## src/rtl/seg7_pkg.sv

```systemverilog
// Shared constants for the seven-segment scan driver: active-low segment
// patterns {g,f,e,d,c,b,a} and a counter-width helper.
package seg7_pkg;

    localparam logic [6:0] SEG_0     = 7'b100_0000;
    localparam logic [6:0] SEG_1     = 7'b111_1001;
    localparam logic [6:0] SEG_2     = 7'b010_0100;
    localparam logic [6:0] SEG_3     = 7'b011_0000;
    localparam logic [6:0] SEG_4     = 7'b001_1001;
    localparam logic [6:0] SEG_5     = 7'b001_0010;
    localparam logic [6:0] SEG_6     = 7'b000_0010;
    localparam logic [6:0] SEG_7     = 7'b111_1000;
    localparam logic [6:0] SEG_8     = 7'b000_0000;
    localparam logic [6:0] SEG_9     = 7'b001_0000;
    localparam logic [6:0] SEG_A     = 7'b000_1000;
    localparam logic [6:0] SEG_B     = 7'b000_0011;
    localparam logic [6:0] SEG_C     = 7'b100_0110;
    localparam logic [6:0] SEG_D     = 7'b010_0001;
    localparam logic [6:0] SEG_E     = 7'b000_0110;
    localparam logic [6:0] SEG_F     = 7'b000_1110;
    localparam logic [6:0] SEG_BLANK = 7'b111_1111;

    // Width of a counter holding 0..n-1; never narrower than one bit.
    function automatic int unsigned cnt_w(input int unsigned n);
        return (n <= 1) ? 1 : $clog2(n);
    endfunction

endpackage

```

## src/rtl/seg7_hex_dec.sv

```systemverilog
// Combinational nibble-to-segment decoder; in BCD mode values above 9 blank.
module seg7_hex_dec
    import seg7_pkg::*;
(
    input  logic [3:0] i_nib,
    input  logic       i_hex_mode,
    output logic [6:0] o_seg_n
);

    always_comb begin
        o_seg_n = SEG_BLANK;
        unique case (i_nib)
            4'h0: o_seg_n = SEG_0;
            4'h1: o_seg_n = SEG_1;
            4'h2: o_seg_n = SEG_2;
            4'h3: o_seg_n = SEG_3;
            4'h4: o_seg_n = SEG_4;
            4'h5: o_seg_n = SEG_5;
            4'h6: o_seg_n = SEG_6;
            4'h7: o_seg_n = SEG_7;
            4'h8: o_seg_n = SEG_8;
            4'h9: o_seg_n = SEG_9;
            4'hA: o_seg_n = SEG_A;
            4'hB: o_seg_n = SEG_B;
            4'hC: o_seg_n = SEG_C;
            4'hD: o_seg_n = SEG_D;
            4'hE: o_seg_n = SEG_E;
            4'hF: o_seg_n = SEG_F;
        endcase
        if (!i_hex_mode && (i_nib > 4'd9)) begin
            o_seg_n = SEG_BLANK;
        end
    end

endmodule

```

## src/rtl/seg7_scan_drv.sv

```systemverilog
// Time-multiplexed common-anode seven-segment driver with frame-synchronous
// double buffering, leading-zero blanking, blink and anti-ghosting guard.
module seg7_scan_drv
    import seg7_pkg::*;
#(
    parameter int unsigned NUM_DIGITS   = 6,
    parameter int unsigned SCAN_DIV     = 50000,
    parameter int unsigned GUARD        = 2,
    parameter int unsigned BLINK_FRAMES = 64
) (
    input  logic                    i_clk,
    input  logic                    i_rst,
    input  logic                    i_load,
    input  logic [4*NUM_DIGITS-1:0] i_digits_in,
    input  logic [NUM_DIGITS-1:0]   i_dp_in,
    input  logic [NUM_DIGITS-1:0]   i_blink_mask,
    input  logic                    i_hex_mode,
    input  logic                    i_lz_blank,
    output logic [6:0]              o_seg_n,
    output logic                    o_dp_n,
    output logic [NUM_DIGITS-1:0]   o_an_n,
    output logic                    o_frame_tick,
    output logic                    o_pending
);

    localparam int unsigned PCNT_W = cnt_w(SCAN_DIV);
    localparam int unsigned IDX_W  = cnt_w(NUM_DIGITS);
    localparam int unsigned BCNT_W = cnt_w(BLINK_FRAMES);

    logic [PCNT_W-1:0]       r_pcnt;
    logic [IDX_W-1:0]        r_idx;
    logic [BCNT_W-1:0]       r_bcnt;
    logic                    r_phase;
    logic [4*NUM_DIGITS-1:0] r_stg_digits;
    logic [NUM_DIGITS-1:0]   r_stg_dp;
    logic [NUM_DIGITS-1:0]   r_stg_blink;
    logic                    r_pending;
    logic [4*NUM_DIGITS-1:0] r_act_digits;
    logic [NUM_DIGITS-1:0]   r_act_dp;
    logic [NUM_DIGITS-1:0]   r_act_blink;
    logic [6:0]              r_seg_n;
    logic                    r_dp_n;
    logic [NUM_DIGITS-1:0]   r_an_n;
    logic                    r_frame_tick;

    logic                    w_slot_end;
    logic                    w_frame_end;
    logic [3:0]              w_cur_nib;
    logic                    w_cur_dp;
    logic                    w_cur_blink;
    logic                    w_upper_zero;
    logic                    w_lz_hit;
    logic                    w_blink_off;
    logic [6:0]              w_dec_seg;
    logic [NUM_DIGITS-1:0]   w_an_n;

    assign w_slot_end  = (r_pcnt == PCNT_W'(SCAN_DIV - 1));
    assign w_frame_end = w_slot_end && (r_idx == IDX_W'(NUM_DIGITS - 1));

    // Select the active digit's fields and evaluate leading-zero suppression:
    // walk from the MSB down, tracking whether every nibble so far is zero.
    always_comb begin
        w_cur_nib    = 4'h0;
        w_cur_dp     = 1'b0;
        w_cur_blink  = 1'b0;
        w_upper_zero = 1'b1;
        w_lz_hit     = 1'b0;
        for (int i = NUM_DIGITS - 1; i >= 0; i--) begin
            w_upper_zero = w_upper_zero && (r_act_digits[4*i +: 4] == 4'h0);
            if (r_idx == IDX_W'(i)) begin
                w_cur_nib   = r_act_digits[4*i +: 4];
                w_cur_dp    = r_act_dp[i];
                w_cur_blink = r_act_blink[i];
                w_lz_hit    = (i > 0) && w_upper_zero;
            end
        end
    end

    always_comb begin
        for (int i = 0; i < NUM_DIGITS; i++) begin
            w_an_n[i] = (r_pcnt < PCNT_W'(GUARD)) || (r_idx != IDX_W'(i));
        end
    end

    assign w_blink_off = r_phase && w_cur_blink;

    seg7_hex_dec u_dec (
        .i_nib      (w_cur_nib),
        .i_hex_mode (i_hex_mode),
        .o_seg_n    (w_dec_seg)
    );

    always_ff @(posedge i_clk) begin
        if (i_rst) begin
            r_pcnt       <= '0;
            r_idx        <= '0;
            r_bcnt       <= '0;
            r_phase      <= 1'b0;
            r_stg_digits <= '0;
            r_stg_dp     <= '0;
            r_stg_blink  <= '0;
            r_pending    <= 1'b0;
            r_act_digits <= '0;
            r_act_dp     <= '0;
            r_act_blink  <= '0;
            r_seg_n      <= SEG_BLANK;
            r_dp_n       <= 1'b1;
            r_an_n       <= '1;
            r_frame_tick <= 1'b0;
        end else begin
            if (w_slot_end) begin
                r_pcnt <= '0;
                r_idx  <= (r_idx == IDX_W'(NUM_DIGITS - 1)) ? '0 : r_idx + 1'b1;
            end else begin
                r_pcnt <= r_pcnt + 1'b1;
            end

            r_frame_tick <= w_frame_end;

            // Commit takes the pre-edge staging, so a coincident load waits a frame.
            if (w_frame_end) begin
                if (r_pending) begin
                    r_act_digits <= r_stg_digits;
                    r_act_dp     <= r_stg_dp;
                    r_act_blink  <= r_stg_blink;
                end
                if (r_bcnt == BCNT_W'(BLINK_FRAMES - 1)) begin
                    r_bcnt  <= '0;
                    r_phase <= ~r_phase;
                end else begin
                    r_bcnt <= r_bcnt + 1'b1;
                end
            end

            if (i_load) begin
                r_stg_digits <= i_digits_in;
                r_stg_dp     <= i_dp_in;
                r_stg_blink  <= i_blink_mask;
                r_pending    <= 1'b1;
            end else if (w_frame_end) begin
                r_pending <= 1'b0;
            end

            r_seg_n <= ((i_lz_blank && w_lz_hit) || w_blink_off) ? SEG_BLANK : w_dec_seg;
            r_dp_n  <= ~(w_cur_dp && !w_blink_off);
            r_an_n  <= w_an_n;
        end
    end

    assign o_seg_n      = r_seg_n;
    assign o_dp_n       = r_dp_n;
    assign o_an_n       = r_an_n;
    assign o_frame_tick = r_frame_tick;
    assign o_pending    = r_pending;

endmodule
```

## config.mk

```make
export PLATFORM = sky130hd
export DESIGN_NAME = seg7_scan_drv
export DESIGN_NICKNAME = d
export VERILOG_FILES = /design/src/rtl/seg7_pkg.sv /design/src/rtl/seg7_hex_dec.sv /design/src/rtl/seg7_scan_drv.sv
export SDC_FILE = /design/constraint.sdc
export NUM_CORES = 1
export LEC_CHECK = 0
export ABC_CLOCK_PERIOD_IN_PS = 8029
export CAP_MARGIN = 20
export CORE_MARGIN = 2
export CORE_UTILIZATION = 35
export DETAILED_ROUTE_END_ITERATION = 8
export GPL_TIMING_DRIVEN = 0
export MAX_ROUTING_LAYER = met4
export PLACE_DENSITY = 0.52
export SLEW_MARGIN = 20
export SYNTH_ARGS = -nofsm -noshare
export SYNTH_HDL_FRONTEND = slang
export SYNTH_HIERARCHICAL = 1
export SYNTH_SLANG_ARGS = --single-unit
```

## constraint.sdc

```tcl
create_clock -name i_clk -period 8.03 [get_ports i_clk]
set_input_delay 2.0075 -clock i_clk [delete_from_list [all_inputs] [get_ports i_clk]]
set_output_delay 2.0075 -clock i_clk [all_outputs]
set_load 0.005 [all_outputs]
```

After elaboration in Yosys (flattened, before gate mapping) --
Memory sizes are Yosys's and may differ from the RTL's. A register that Yosys moved wholly into a read port is not among the register bits. Index checks and enable logic that the tools add are counted.
Word-level totals: memories kept 1, bits in registers 107, ROM bits 112, input port bits 41
Cells by class: $add $sub $neg 3, bitwise operators 2, magnitude comparators 2, reductions and logical operators 30, equal/unequal tests 12, multiplexer cells 28
Memory list:
- (no name shown) | words 16, width 7, read ports 1, clocked after Yosys merged registers in 1, wr ports 0, line seg7_hex_dec.sv:12 | unique case (i_nib)
Operators by type and width (number):
- $mux 4 | 6
- $logic_not 4->1 | 5
- $mux 1 | 20
- $add 16x1->16 const B | 1
- $eq 16x16->1 const B | 1
- $lt 16x2->1 const B | 1
- $logic_and 1x1->1 | 9
- $logic_or 1x1->1 | 7
- $add 6x1->6 const B | 1
- $eq 3x2->1 const B | 2
- $eq 3x3->1 const B | 2
- $eq 6x6->1 const B | 1
- $mux 6 | 1
- $ne 3x2->1 const B | 2
- $ne 3x3->1 const B | 2
- $gt 4x4->1 const B | 1
- $reduce_and 2->1 | 2
- $add 3x1->3 const B | 1
- $eq 3x1->1 const B | 1
- $logic_not 3->1 | 1
- $mux 3 | 1
- $ne 3x1->1 const B | 1
- $reduce_bool 3->1 | 1
- $reduce_or 3->1 | 1
- other kinds (4) | 6

Depth between registers and ports, before layout --
depth after elaboration 11, mapped depth 14

By module --
The synthesis kept the hierarchy.
Modules (own cells, without submodules):
- seg7_scan_drv | times used 1, area an instance 4634.4 sq um, cells an instance 509, seq. area each 2282.2 sq um
- seg7_hex_dec | times used 1, area an instance 341.6 sq um, cells an instance 46, seq. area each 0.0 sq um

Worst setup path before layout --
OpenSTA, ideal clock, no wires.
kind register -> register, from reg r_idx[0], to reg r_seg_n[0] (netlist: o_seg_n[0]), arrival 3.005 ns, setup slack 4.894 ns, library setup time 0.131 ns, buffers on the path 3, data required time 7.899 ns, cell stages (with the launch flop) 15, path through dfxtp_1 > clkbuf_1 > buf_2 > and2_1 > ha_1 > clkbuf_1 > nor3b_1 > a221oi_1 > a21oi_1 > inv_1 > ha_1 > mux2i_1 > mux2_4 > a21oi_2 > nand2b_1
Between the ends: cells in the longest elaborated chain, start to end 10, elaborated cells on any way between the ends 30
Ends and longest elaborated chain:
- start, declared | line seg7_scan_drv.sv:31 | logic [IDX_W-1:0] r_idx;
- start signal, assigned | line seg7_scan_drv.sv:113 | r_idx <= (r_idx == IDX_W'(NUM_DIGITS - 1)) ? '0 : r_idx + 1'b1;
- $eq 3x3->1 | line seg7_scan_drv.sv:70 | if (r_idx == IDX_W'(i)) begin
- $mux 4 (5 in a row) | line seg7_scan_drv.sv:70
- $mux 4 (*) | line seg7_scan_drv.sv:70
- named net w_cur_nib[1] | line seg7_scan_drv.sv:48 | logic [3:0] w_cur_nib;
- $gt 4x4->1 | line seg7_hex_dec.sv:30 | if (!i_hex_mode && (i_nib > 4'd9)) begin
- $logic_and 1x1->1 | line seg7_hex_dec.sv:30
- $reduce_or 3->1 (no source line)
- end, declared | line seg7_scan_drv.sv:41 | logic [6:0] r_seg_n;
Mark *: on every way through the listed nets, which the timed path passes. The rest lies on a longest branch. A chain may end at the register's enable or synchronous reset.

Final worst setup path --
Ends and elaborated chain as after synthesis.

==> results.json <==
{
  "dieHeight_microns": 123,
  "coreArea_sq_um": 13900,
  "p_leak_nw": 2.37,
  "cts_setup_buffers": 0,
  "syn-instance-count": 555,
  "vias": 4004,
  "cts_buffers": 17,
  "holdCritPathClass": "register to register",
  "placedCellCount": 790,
  "synth_area_sq_um": 4980,
  "antenna_left": 0,
  "vias_per_cell": 4.87,
  "fmax_ghz": 0.250,
  "setup_violations": 0,
  "drive_gt1_frac": 0.134,
  "grt_use_total": 0.169,
  "first_global_vias": 3982,
  "syn_to_final_growth_pct": 27.8,
  "io_pins": 57,
  "endpoint_kind": "register",
  "tns_ns": 0,
  "antenna_found_initial": 0,
  "avgSynthCellArea_sq_um": 8.97,
  "status": "finished, final reports clean",
  "initial_utilization": 0.358,
  "synth_edf_count": 0,
  "yosysMostFrequentCell": "dfxtp_1",
  "worst_slew_pin_slew_ns": 0.695,
  "clk_path_buf_depth": 2,
  "rows": 43,
  "fill_cells": 1370,
  "use_met2": 0.260,
  "drcViolationCount": 0,
  "cp.arrival_ns": 4.27,
  "gp_congestion": 0.953,
  "ys_top_cells_by_area": "dfxtp_1 (46%), mux2i_1 (8.2%), nand2_1 (6.2%)",
  "yosys-top-cells-count": "dfxtp_1 (114), nand2_1 (82), nor2_1 (71), a21oi_1 (41), mux2i_1 (41)",
  "clk_latency_ns": 0.41,
  "crit_required_ns": 8.31,
  "fin_crit_ns": 4.00,
  "maxSlewHeadroom": 0.536,
  "grt_pass1_wl_mm": 19.1,
  "ir_worst_vdd_mv": 0.159,
  "hold_violations": 0,
  "slew_violations": 0,
  "htree_levels": 4,
  "io_buffers": 55,
  "grt_remaining_overflow": 0,
  "cts-root-buf": "clkbuf_16",
  "yosys.area.top_type": "dfxtp_1",
  "busiest_layer": "met2",
  "start_kind": "register",
  "post-route-period-util": 0.498,
  "nNetsFinal": 680,
  "grt.met3_usage": 0.0452,
  "fin_worst_skew_ns": 0.0129,
  "tritoncts": "built",
  "synth-main-ff-cell": "dfxtp_1",
  "yosysWarnings": 6,
  "dieArea_sq_um": 15200,
  "rsz0062_at_grt": "no",
  "cts_sinks": 114,
  "syn_nets": 606,
  "drt_iter0_drc": 241,
  "powerDensity_nw_per_um2": 223,
  "wl_per_cell_microns": 14.0,
  "dr.pass1.iters": 4,
  "grt_use_met1": 0.210,
  "postRouteWirelength_mm": 11.5,
  "path_clk_slew_ns": 0.05,
  "yosysSeqAreaShare": 0.459,
  "layout.cells.non_filler": 822,
  "async_flop_share": 0,
  "crit_fanout": 10,
  "ys_types": 55,
  "synth.ff_latch_count": 114,
  "ctsHoldBuffers": 0,
  "dp_hpwl_mm": 8.49,
  "antenna_cells": 0,
  "grt_max_degree": 17,
  "synth_top_area_share": 0.459,
  "maxCapViolCount": 0,
  "crit_type": "register to register",
  "die_x_microns": 123,
  "cts_resized": 0
}
[metal layers]
metal / part of all wire / wire length [microns]
met5: 0 / 0
met4: 0.019 / 216
met3: 0.044 / 509
met2: 0.46 / 5250
met1: 0.48 / 5520
[stage by stage]
step	power [mW]	instance area, sq um	hold WS, ns	util	worst slack, ns
after floorplan	0.631	4980	0.413	-	4.89
after global placement	0.664	5750	0.430	0.414	4.19
after CTS	1.43	6360	0.452	0.458	4.09
after detailed placement	0.666	5750	0.440	0.414	4.10
after global routing	1.46	6360	0.463	0.458	3.67
final	1.42	6360	0.448	0.458	4.03
[path summary, 6_finish.rpt]
kind | start | end | slack [ns] | cells after the start
setup / recovery | r_idx[0] | o_seg_n[0] | 4.03 | 14
hold / removal | r_pcnt[0] | r_pcnt[0] | 0.45 | 1
setup reg to reg | r_idx[0] | o_seg_n[0] | 4.03 | 14
hold reg to reg | r_pcnt[0] | r_pcnt[0] | 0.45 | 1
[critical path, cell delays in order (launching register included)]
cell	delay, ns
dfxtp_1	0.37
clkbuf_1	0.27
buf_2	0.28
and2_1	0.18
ha_1	0.17
clkbuf_1	0.24
nor3b_1	0.64
a221oi_1	0.23
a21oi_1	0.42
inv_1	0.20
ha_1	0.33
mux2i_1	0.17
mux2_4	0.17
a21oi_2	0.05
nand2b_1	0.13
[flip-flops by register name, summed over array words and instances (netlist names)]
name          cells
o_an_n            6
r_stg_dp          6
r_stg_digits     24
r_act_dp          6
r_act_blink       6
o_seg_n           7
r_stg_blink       6
r_idx             3
o_pending         1
r_act_digits     24
r_bcnt            6
o_frame_tick      1
r_phase           1
r_pcnt           16
o_dp_n            1
[layout make-up]
cell class	count	area, sq um	share of cell area
timing repair buffer	55	551	0.0866
inverter	8	30.0	0.00472
tap	180	225	0.0354
multi-input combinational	402	2490	0.392
buffer	31	170	0.0268
sequential	114	2280	0.359
clock buffer	22	474	0.0746
clock inverter	10	131	0.0207
[power breakdown]
group,leakage (nW),switching (mW),internal (mW)
Sequential,0.929,0.00840,0.581
Clock,0.300,0.253,0.509
Combinational,1.14,0.0277,0.0360
Total,2.37,0.289,1.13
[logic make-up after synthesis]
kind of cell	count (synthesis)	share of synthesized area
AND/OR/NAND/NOR	233	0.222
adder cells (fa/ha/maj)	10	0.0251
buffers and inverters	39	0.0402
multiplexers	52	0.108
flip-flops	114	0.459
XOR/XNOR	17	0.0299
AO/OA/AOI/OAI	90	0.116
[cell usage in the layout (no fill, tap or decap), drive strengths merged, types with 2 or more instances in the layout]
| master | count |
|---|---|
| a221oi | 6 |
| dfxtp | 114 |
| xor2 | 7 |
| nor4 | 9 |
| o211ai | 7 |
| xnor2 | 10 |
| o21ai | 8 |
| nand3 | 12 |
| nor3 | 2 |
| nand2 | 93 |
| buf | 16 |
| clkdlybuf4s50 | 55 |
| a21oi | 53 |
| clkinv | 6 |
| and2 | 5 |
| clkbuf | 37 |
| nand4 | 6 |
| mux2 | 11 |
| ha | 10 |
| or3 | 5 |
| bufinv | 3 |
| and3 | 4 |
| and4 | 2 |
| inv | 8 |
| nor2b | 4 |
| nor2 | 71 |
| nand2b | 12 |
| or2 | 2 |
| nor3b | 3 |
| o311ai | 2 |
| mux2i | 41 |
| o22ai | 6 |
Power figures use the tool's default switching activity.
